<file path="src/rtl/alu_add_pipe.sv">
// Two-stage pipelined add/subtract unit around a 4-bit-block carry-select adder.
// S1 registers decoded operands, S2 registers sum, carry-out and status flags.

module Carry_Select #(
  parameter int WIDTH = 32
) (
  input  logic [WIDTH-1:0] i_a,
  input  logic [WIDTH-1:0] i_b,
  input  logic             i_cin,
  output logic [WIDTH-1:0] o_s,
  output logic             o_cout
);
  localparam int NBLK = WIDTH / 4;

  logic [NBLK:0] carry_s;

  assign carry_s[0] = i_cin;

  for (genvar g = 0; g < NBLK; g++) begin : g_blk
    logic [4:0] sum0_s;
    logic [4:0] sum1_s;
    // Each block precomputes both carry-in cases and the ripple only picks one.
    assign sum0_s = {1'b0, i_a[g*4 +: 4]} + {1'b0, i_b[g*4 +: 4]};
    assign sum1_s = {1'b0, i_a[g*4 +: 4]} + {1'b0, i_b[g*4 +: 4]} + 5'd1;
    assign o_s[g*4 +: 4] = carry_s[g] ? sum1_s[3:0] : sum0_s[3:0];
    assign carry_s[g+1]  = carry_s[g] ? sum1_s[4]   : sum0_s[4];
  end

  assign o_cout = carry_s[NBLK];
endmodule

module alu_add_pipe #(
  parameter int WIDTH = 32
) (
  input  logic             i_clk,
  input  logic             i_rst_n,
  input  logic             i_valid,
  output logic             o_ready,
  input  logic [WIDTH-1:0] i_a,
  input  logic [WIDTH-1:0] i_b,
  input  logic             i_cin,
  input  logic [1:0]       i_op,
  output logic             o_valid,
  input  logic             i_ready,
  output logic [WIDTH-1:0] o_s,
  output logic             o_cout,
  output logic             o_ovf,
  output logic             o_zero,
  output logic             o_neg
);
  if (((WIDTH % 4) != 0) || (WIDTH < 4)) begin : g_bad_width
    $error("alu_add_pipe: WIDTH must be a multiple of 4 and at least 4");
  end

  localparam logic [1:0] OP_ADD = 2'b00;
  localparam logic [1:0] OP_ADC = 2'b01;
  localparam logic [1:0] OP_SUB = 2'b10;
  localparam logic [1:0] OP_SBB = 2'b11;

  logic [WIDTH-1:0] a_r;
  logic [WIDTH-1:0] b_eff_r;
  logic             cin_eff_r;
  logic             s1_valid_r;

  logic [WIDTH-1:0] b_eff_s;
  logic             cin_eff_s;
  logic [WIDTH-1:0] sum_s;
  logic             cout_s;
  logic             ovf_s;
  logic             s2_adv_s;
  logic             s1_to_s2_s;
  logic             in_xfer_s;

  // Handshake: o_ready depends on i_ready and registered state only.
  assign s2_adv_s   = !o_valid || i_ready;
  assign s1_to_s2_s = s1_valid_r && s2_adv_s;
  assign o_ready    = !s1_valid_r || s2_adv_s;
  assign in_xfer_s  = i_valid && o_ready;

  // Operation decode into adder operand B and carry-in.
  always_comb begin
    b_eff_s   = i_b;
    cin_eff_s = 1'b0;
    case (i_op)
      OP_ADD: begin
        b_eff_s   = i_b;
        cin_eff_s = 1'b0;
      end
      OP_ADC: begin
        b_eff_s   = i_b;
        cin_eff_s = i_cin;
      end
      OP_SUB: begin
        b_eff_s   = ~i_b;
        cin_eff_s = 1'b1;
      end
      OP_SBB: begin
        b_eff_s   = ~i_b;
        cin_eff_s = i_cin;
      end
      default: begin
        b_eff_s   = i_b;
        cin_eff_s = 1'b0;
      end
    endcase
  end

  // S1 operand register.
  always_ff @(posedge i_clk or negedge i_rst_n) begin
    if (!i_rst_n) begin
      a_r        <= {WIDTH{1'b0}};
      b_eff_r    <= {WIDTH{1'b0}};
      cin_eff_r  <= 1'b0;
      s1_valid_r <= 1'b0;
    end else if (in_xfer_s) begin
      a_r        <= i_a;
      b_eff_r    <= b_eff_s;
      cin_eff_r  <= cin_eff_s;
      s1_valid_r <= 1'b1;
    end else if (s1_to_s2_s) begin
      s1_valid_r <= 1'b0;
    end
  end

  Carry_Select #(.WIDTH(WIDTH)) u_adder (
    .i_a    (a_r),
    .i_b    (b_eff_r),
    .i_cin  (cin_eff_r),
    .o_s    (sum_s),
    .o_cout (cout_s)
  );

  // Signed overflow: like-signed operands giving a result of the other sign.
  assign ovf_s = (a_r[WIDTH-1] == b_eff_r[WIDTH-1]) && (sum_s[WIDTH-1] != a_r[WIDTH-1]);

  // S2 result register.
  always_ff @(posedge i_clk or negedge i_rst_n) begin
    if (!i_rst_n) begin
      o_s     <= {WIDTH{1'b0}};
      o_cout  <= 1'b0;
      o_ovf   <= 1'b0;
      o_zero  <= 1'b0;
      o_neg   <= 1'b0;
      o_valid <= 1'b0;
    end else if (s1_to_s2_s) begin
      o_s     <= sum_s;
      o_cout  <= cout_s;
      o_ovf   <= ovf_s;
      o_zero  <= (sum_s == {WIDTH{1'b0}});
      o_neg   <= sum_s[WIDTH-1];
      o_valid <= 1'b1;
    end else if (o_valid && i_ready) begin
      o_valid <= 1'b0;
    end
  end
endmodule
</file>
<file path="config.mk">
export PLATFORM = sky130hd
export DESIGN_NAME = alu_add_pipe
export DESIGN_NICKNAME = d
export VERILOG_FILES = /design/src/rtl/alu_add_pipe.sv
export SDC_FILE = /design/constraint.sdc
export NUM_CORES = 1
export LEC_CHECK = 0
export ABC_AREA = 1
export ABC_CLOCK_PERIOD_IN_PS = 6100
export BUFFER_PORTS_ARGS = -buffer_cell sky130_fd_sc_hd__buf_2
export CAP_MARGIN = 20
export CORE_AREA = 2 2 149 151
export CTS_BUF_LIST = sky130_fd_sc_hd__clkbuf_8
export DETAILED_ROUTE_END_ITERATION = 8
export DIE_AREA = 0 0 151 153
export GPL_TIMING_DRIVEN = 1
export PLACE_DENSITY = 0.59
export SETUP_SLACK_MARGIN = 0.3
export SLEW_MARGIN = 10
export SYNTH_ARGS = -nofsm -noshare
export SYNTH_HDL_FRONTEND = slang
export SYNTH_HIERARCHICAL = 1
export SYNTH_SLANG_ARGS = --single-unit
</file>
<file path="constraint.sdc">
create_clock -name i_clk -period 6.1 [get_ports i_clk]
set_input_delay 1.22 -clock i_clk [delete_from_list [all_inputs] [get_ports i_clk]]
set_output_delay 1.22 -clock i_clk [all_outputs]
set_load 0.005 [all_outputs]
</file>
==> Word-level counts from Yosys, hierarchy flattened <==
Cells that the tools add are included.
W data, S select, Z words.
{ "word_totals": {"ff_bits": 103, "elab_cells": 69} }
{ "classes": {"n_addsub": 16, "n_reduce_logical": 15, "n_bitwise": 1, "n_mux": 22, "n_eq_ne": 5} }
{ "op_table": {"columns": ["cell", "count"], "rows": [
  ["$pmux W32 S2", 1],
  ["$add A4 B4 Y5", 8],
  ["$add A5 B1 Y5 const B", 8],
  ["$logic_not A32 Y1", 1],
  ["$mux W4", 8],
  ["$not A32 Y32", 1],
  ["$mux W1", 12],
  ["$reduce_or A2 Y1", 3],
  ["$eq A2 B2 Y1 const B", 2],
  ["$logic_and A1 B1 Y1", 4],
  ["$reduce_bool A2 Y1", 2],
  ["$pmux W1 S3", 1],
  ["$eq A2 B1 Y1 const B", 1],
  ["$logic_not A1 Y1", 2],
  ["$logic_not A2 Y1", 1],
  ["$logic_or A1 B1 Y1", 2],
  ["$eq A1 B1 Y1", 1],
  ["$ne A1 B1 Y1", 1]
]} }

==> Logic depth before layout (Yosys ltp) <==
{ "depth": {"word_depth": 12, "depth_mapped": 25} }

==> Hierarchy <==
Netlist, hierarchy kept.
{ "by_module_without_submodules": {"columns": ["module", "n_inst", "area_per_inst_um2", "cells_per_inst"], "rows": [
  ["alu_add_pipe", 1, 4235.3, 464],
  ["Carry_Select", 1, 2082.0, 286]
]} }

==> Worst setup path before layout <==
Ideal clock, no wire load.
{ "synth_timing": {"path_type": "register -> register", "start": "reg a_r[0]", "end": "reg o_zero", "arrival_ps": 3017, "path_buffers": 0, "setup_slack_ps": 3005, "setup_time_ps": 78, "path_stages_with_launch": 24, "path_cell_list": "dfrtp_1 > ha_1 > fa_1 > ha_1 > nand2_1 > nor2_4 > nand4_2 > nand2_4 > nand2_4 > nand2_4 > nand2_4 > nand2_4 > nand2_4 > nand3_4 > nand3b_4 > nand2_4 > nand2_4 > nand3_1 > nand2_1 > inv_1 > nand3_1 > nor2_1 > nand2_1 > o21bai_1"} }
{ "synth_via": {"elab_chain_cells": 11} }
{ "synth_lines": {"columns": ["item", "line", "source"], "rows": [
  ["start, declared", "60", "logic [WIDTH-1:0] a_r;"],
  ["start signal, assigned", "111", "a_r <= {WIDTH{1'b0}};"],
  ["start signal, assigned", "116", "a_r <= i_a;"],
  ["$add A4 B4 Y5 (*)", "23, 24", null],
  ["$add A5 B1 Y5", "24", "assign sum1_s = {1'b0, i_a[g*4 +: 4]} + {1'b0, i_b[g*4 +: 4]} + 5'd1;"],
  ["$mux W1 (*) (7 in series)", "26", "assign carry_s[g+1] = carry_s[g] ? sum1_s[4] : sum0_s[4];"],
  ["$mux W4 (*)", "25", "assign o_s[g*4 +: 4] = carry_s[g] ? sum1_s[3:0] : sum0_s[3:0];"],
  ["via sum_s[31]", "67", "logic [WIDTH-1:0] sum_s;"],
  ["$logic_not A32 Y1 (*)", "149", "o_zero <= (sum_s == {WIDTH{1'b0}});"],
  ["end signal, assigned", "149", null],
  ["end, declared", "48", "output logic o_zero,"]
]} }
Mark *: on every way through the listed nets, which the timed path passes. The rest lies on a longest branch.
A chain may end at the register's enable or synchronous reset.

==> Final worst setup path <==
Ends and elaborated chain as after synthesis.

==> results.json <==
{
  "outcome": "completed",
  "power_w": 0.002854,
  "utilization_pct": 33.91,
  "routed_wl_um": 14840,
  "die_area_um2": 23100,
  "crit_required_ns": 6.40,
  "insertion_delay_ns": 0.38,
  "synth_cells": 750,
  "hold_class": "reg2reg",
  "initial_core_util_pct": 29.40,
  "cp_slowest_cell": "fa_1",
  "synthesis.area_um2": 6317,
  "dpl.hpwl_um": 11100,
  "numClockSinks": 102,
  "max_clock_freq_mhz": 293.3,
  "num_io_pins": 109,
  "fillCellCount": 2337,
  "cp_top_family": "simple AND/OR/NAND/NOR gates",
  "synth_xor_area_share_pct": 9.566,
  "critical_path_depth": 23,
  "clk_path_buf_depth": 2,
  "power.net_switching_w": 0.001223,
  "intPower_w": 0.001631,
  "pwr-share-comb_pct": 50.1,
  "p_leak_nw": 3.834,
  "r2r_cells": 23,
  "cts_buffers": 9,
  "ys_seq_area_share_pct": 40.40,
  "synth.distinct_cells": 33,
  "ant_nets": 0,
  "cts_tree": "done",
  "synth_top_family_by_area": "simple AND/OR/NAND/NOR gates",
  "max_cap_violations": 0,
  "worstMarginPinSlew_ns": 0.7922,
  "irDropWorstVdd_mv": 0.1220,
  "synth_compound_area_share_pct": 5.902,
  "track_usage_pct": 13.41,
  "drive_above_1_share_pct": 19.32,
  "grt_pass1_wl_um": 24570,
  "routedWlPerCell_um": 13.08,
  "swShare_pct": 42.84,
  "path_cells": "ha_1 > fa_1 > ha_1 > nand2_1 > nor2_4 > nand4_2 > nand2_4 > nand2_4 > nand2_4 > nand2_4 > nand2_4 > nand2_4 > nand3_4 > nand2_4 > nand2_1 > nand3_2 > nand3_1 > nand2_1 > inv_1 > nand3_1 > nor2_1 > nand2_1 > o21bai_1",
  "muxShareOfSynthArea_pct": 0.1783,
  "dr.pass1.iters": 4,
  "port_buffers": 108,
  "antenna_cells": 0,
  "crit_fanout": 7,
  "whs_ns": 0.4819,
  "via_per_inst": 4.341,
  "pwr-share-seq_pct": 34.3,
  "pwr-share-clk_pct": 15.6,
  "crit_buf_inv": 1,
  "criticalPathCategory": "reg2reg",
  "critical-path-max-stage-delay_ns": 0.53,
  "postCtsSetupBuffers": 0,
  "endpoint_kind": "flop",
  "ys_ff_latch": 102,
  "hold_depth": 2,
  "p_per_area_nw_per_um2": 391.7,
  "maxSlewHeadroom_pct": 47.19,
  "syn_nets": 869,
  "fin_cells": 1134,
  "grt_pass1_vias": 4927,
  "place_inst": 1117,
  "grt_start_max_net_pins": 63,
  "grt_overflow": 0,
  "drc": 0,
  "cts.htree.levels": 3,
  "path_clk_slew_ns": 0.10,
  "synthToLayoutAreaGrowth_pct": 15.33,
  "antenna_found_initial": 0,
  "timing.final.crit_share_pct": 55.90,
  "rsz0062_at_grt": "no",
  "vias": 4923,
  "yosys.area_share.adder_pct": 10.46,
  "crit_top_cell": "nand2_4",
  "postCtsHoldBufs": 0,
  "synth-simple-area-share_pct": 27.87,
  "rows": 54,
  "clockRootBuffer": "clkbuf_8",
  "place_congestion": 0.7896,
  "ctsResizeCount": 0,
  "slew_violations": 0,
  "fin_crit_ns": 3.410,
  "skew_ns": 0.01341,
  "fp.dieH_um": 153,
  "nets": 968,
  "finalSetupViolCount": 0,
  "critPathLaunchType": "flop",
  "timing.setup.tns_ns": 0,
  "syn_avg_cell_area_um2": 8.423,
  "initialDrtViolationCount": 211,
  "yosys_warnings": 6,
  "cp_data_arrival_time_ns": 3.71,
  "hold_viol_final": 0,
  "core_um2": 21490,
  "dieWidth_um": 151
}
-- power groups by stage --
stage,Clock [W],Combinational [W],Sequential [W]
final,0.000446,0.00143,0.000979
after global routing,0.000494,0.00164,0.00100
after global placement,0,0.00143,0.000991
after CTS,0.000468,0.00145,0.000983
after detailed placement,0,0.00144,0.000995
after floorplan,0,0.00106,0.000977
-- cells by family (layout without fill, tap and decap cells) --
logic type,count (synthesis),in the layout
mux,1,1
fa+ha+maj,48,48
xor+xnor,69,69
compound gates,68,68
buf+inv,74,178
simple gates,388,388
flops,102,102
-- synthesized netlist by cell type, drive strengths merged --
library cell / instances / area [µm²]
nand2: 287 / 1167
dfrtp: 102 / 2552
nand3: 57 / 372.9
inv: 50 / 187.7
o21ai: 47 / 235.2
xnor2: 45 / 394.1
ha: 40 / 500.5
nor2: 34 / 135.1
xor2: 24 / 210.2
buf: 22 / 157.7
a21oi: 11 / 55.05
fa: 8 / 160.2
a21o: 4 / 30.03
a31oi: 4 / 37.53
nand3b: 3 / 35.03
nand4: 3 / 25.02
and2: 2 / 12.51
clkbuf: 2 / 10.01
nor4: 2 / 12.51
mux2: 1 / 11.26
o211ai: 1 / 7.510
o21bai: 1 / 7.510
-- layout by cell type (no fill, tap or decap), types with 3 or more instances in the layout --
| cell | n |
|---|---|
| nand3_1 | 44 |
| buf_4 | 4 |
| xnor2_1 | 45 |
| o21ai_0 | 47 |
| inv_1 | 46 |
| a21o_1 | 4 |
| fa_1 | 8 |
| nor2_1 | 33 |
| nand2_4 | 11 |
| nand2_2 | 3 |
| xor2_1 | 24 |
| a21oi_1 | 11 |
| ha_1 | 40 |
| nand3_2 | 10 |
| buf_2 | 107 |
| clkinv_2 | 3 |
| nand3_4 | 3 |
| clkbuf_8 | 11 |
| inv_2 | 5 |
| nand2_1 | 273 |
| dfrtp_1 | 102 |
-- metrics by stage --
stage	worst slack [ns]	area, µm²
2_1_floorplan	3.005	6317
6_report	2.690	7286
3_3_place_gp	2.797	7066
4_1_cts	2.674	7266
3_5_place_dp	2.695	7066
5_1_grt	2.355	7286
-- cell type report --
type	instances	area [µm²]	area share [%]
Multi-Input combinational cell	574	3410	46.80
Sequential cell	102	2552	35.03
Timing Repair Buffer	112	585.6	8.037
Tap cell	280	350.3	4.809
Inverter	50	187.7	2.576
Clock buffer	11	151.4	2.078
Clock inverter	5	48.80	0.6698
-- flip-flops by register name (all words and copies together), names as in the netlist --
register and cells:
s1_valid_r 1, o_cout 1, o_zero 1, o_ovf 1, cin_eff_r 1, o_s 32, a_r 32, b_eff_r 32
o_valid 1
-- final timing paths --
path	slack (ns)	end	start
max	2.69	o_zero	a_r[0]
min reg2reg	0.48	o_s[11]	o_s[11]
max reg2reg	2.69	o_zero	a_r[0]
min	0.48	o_s[11]	o_s[11]
min in group asynchronous	0.81	o_s[1]	i_rst_n
max in group asynchronous	4.07	o_s[26]	i_rst_n
-- layer usage --
layer	part of all wire, %	up-vias	routed length (µm)	global-route usage [%]
li1	-	2580	-	-
met1	49	2258	7314	18.58
met2	45	76	6733	21.08
met3	3.9	9	578	3.015
met4	1.4	0	212	3.649
met5	0	-	0	0
-- worst reg2reg max path: stages, from the launching register on --
cell and delay [ns]:
dfrtp_1 0.40, ha_1 0.22, fa_1 0.53, ha_1 0.15, nand2_1 0.11, nor2_4 0.14
nand4_2 0.16, nand2_4 0.15, nand2_4 0.07, nand2_4 0.10, nand2_4 0.08, nand2_4 0.12
nand2_4 0.08, nand3_4 0.10, nand2_4 0.07, nand2_1 0.09, nand3_2 0.12, nand3_1 0.11
nand2_1 0.08, inv_1 0.09, nand3_1 0.08, nor2_1 0.11, nand2_1 0.06, o21bai_1 0.14
(Power assumes the default switching activity.)
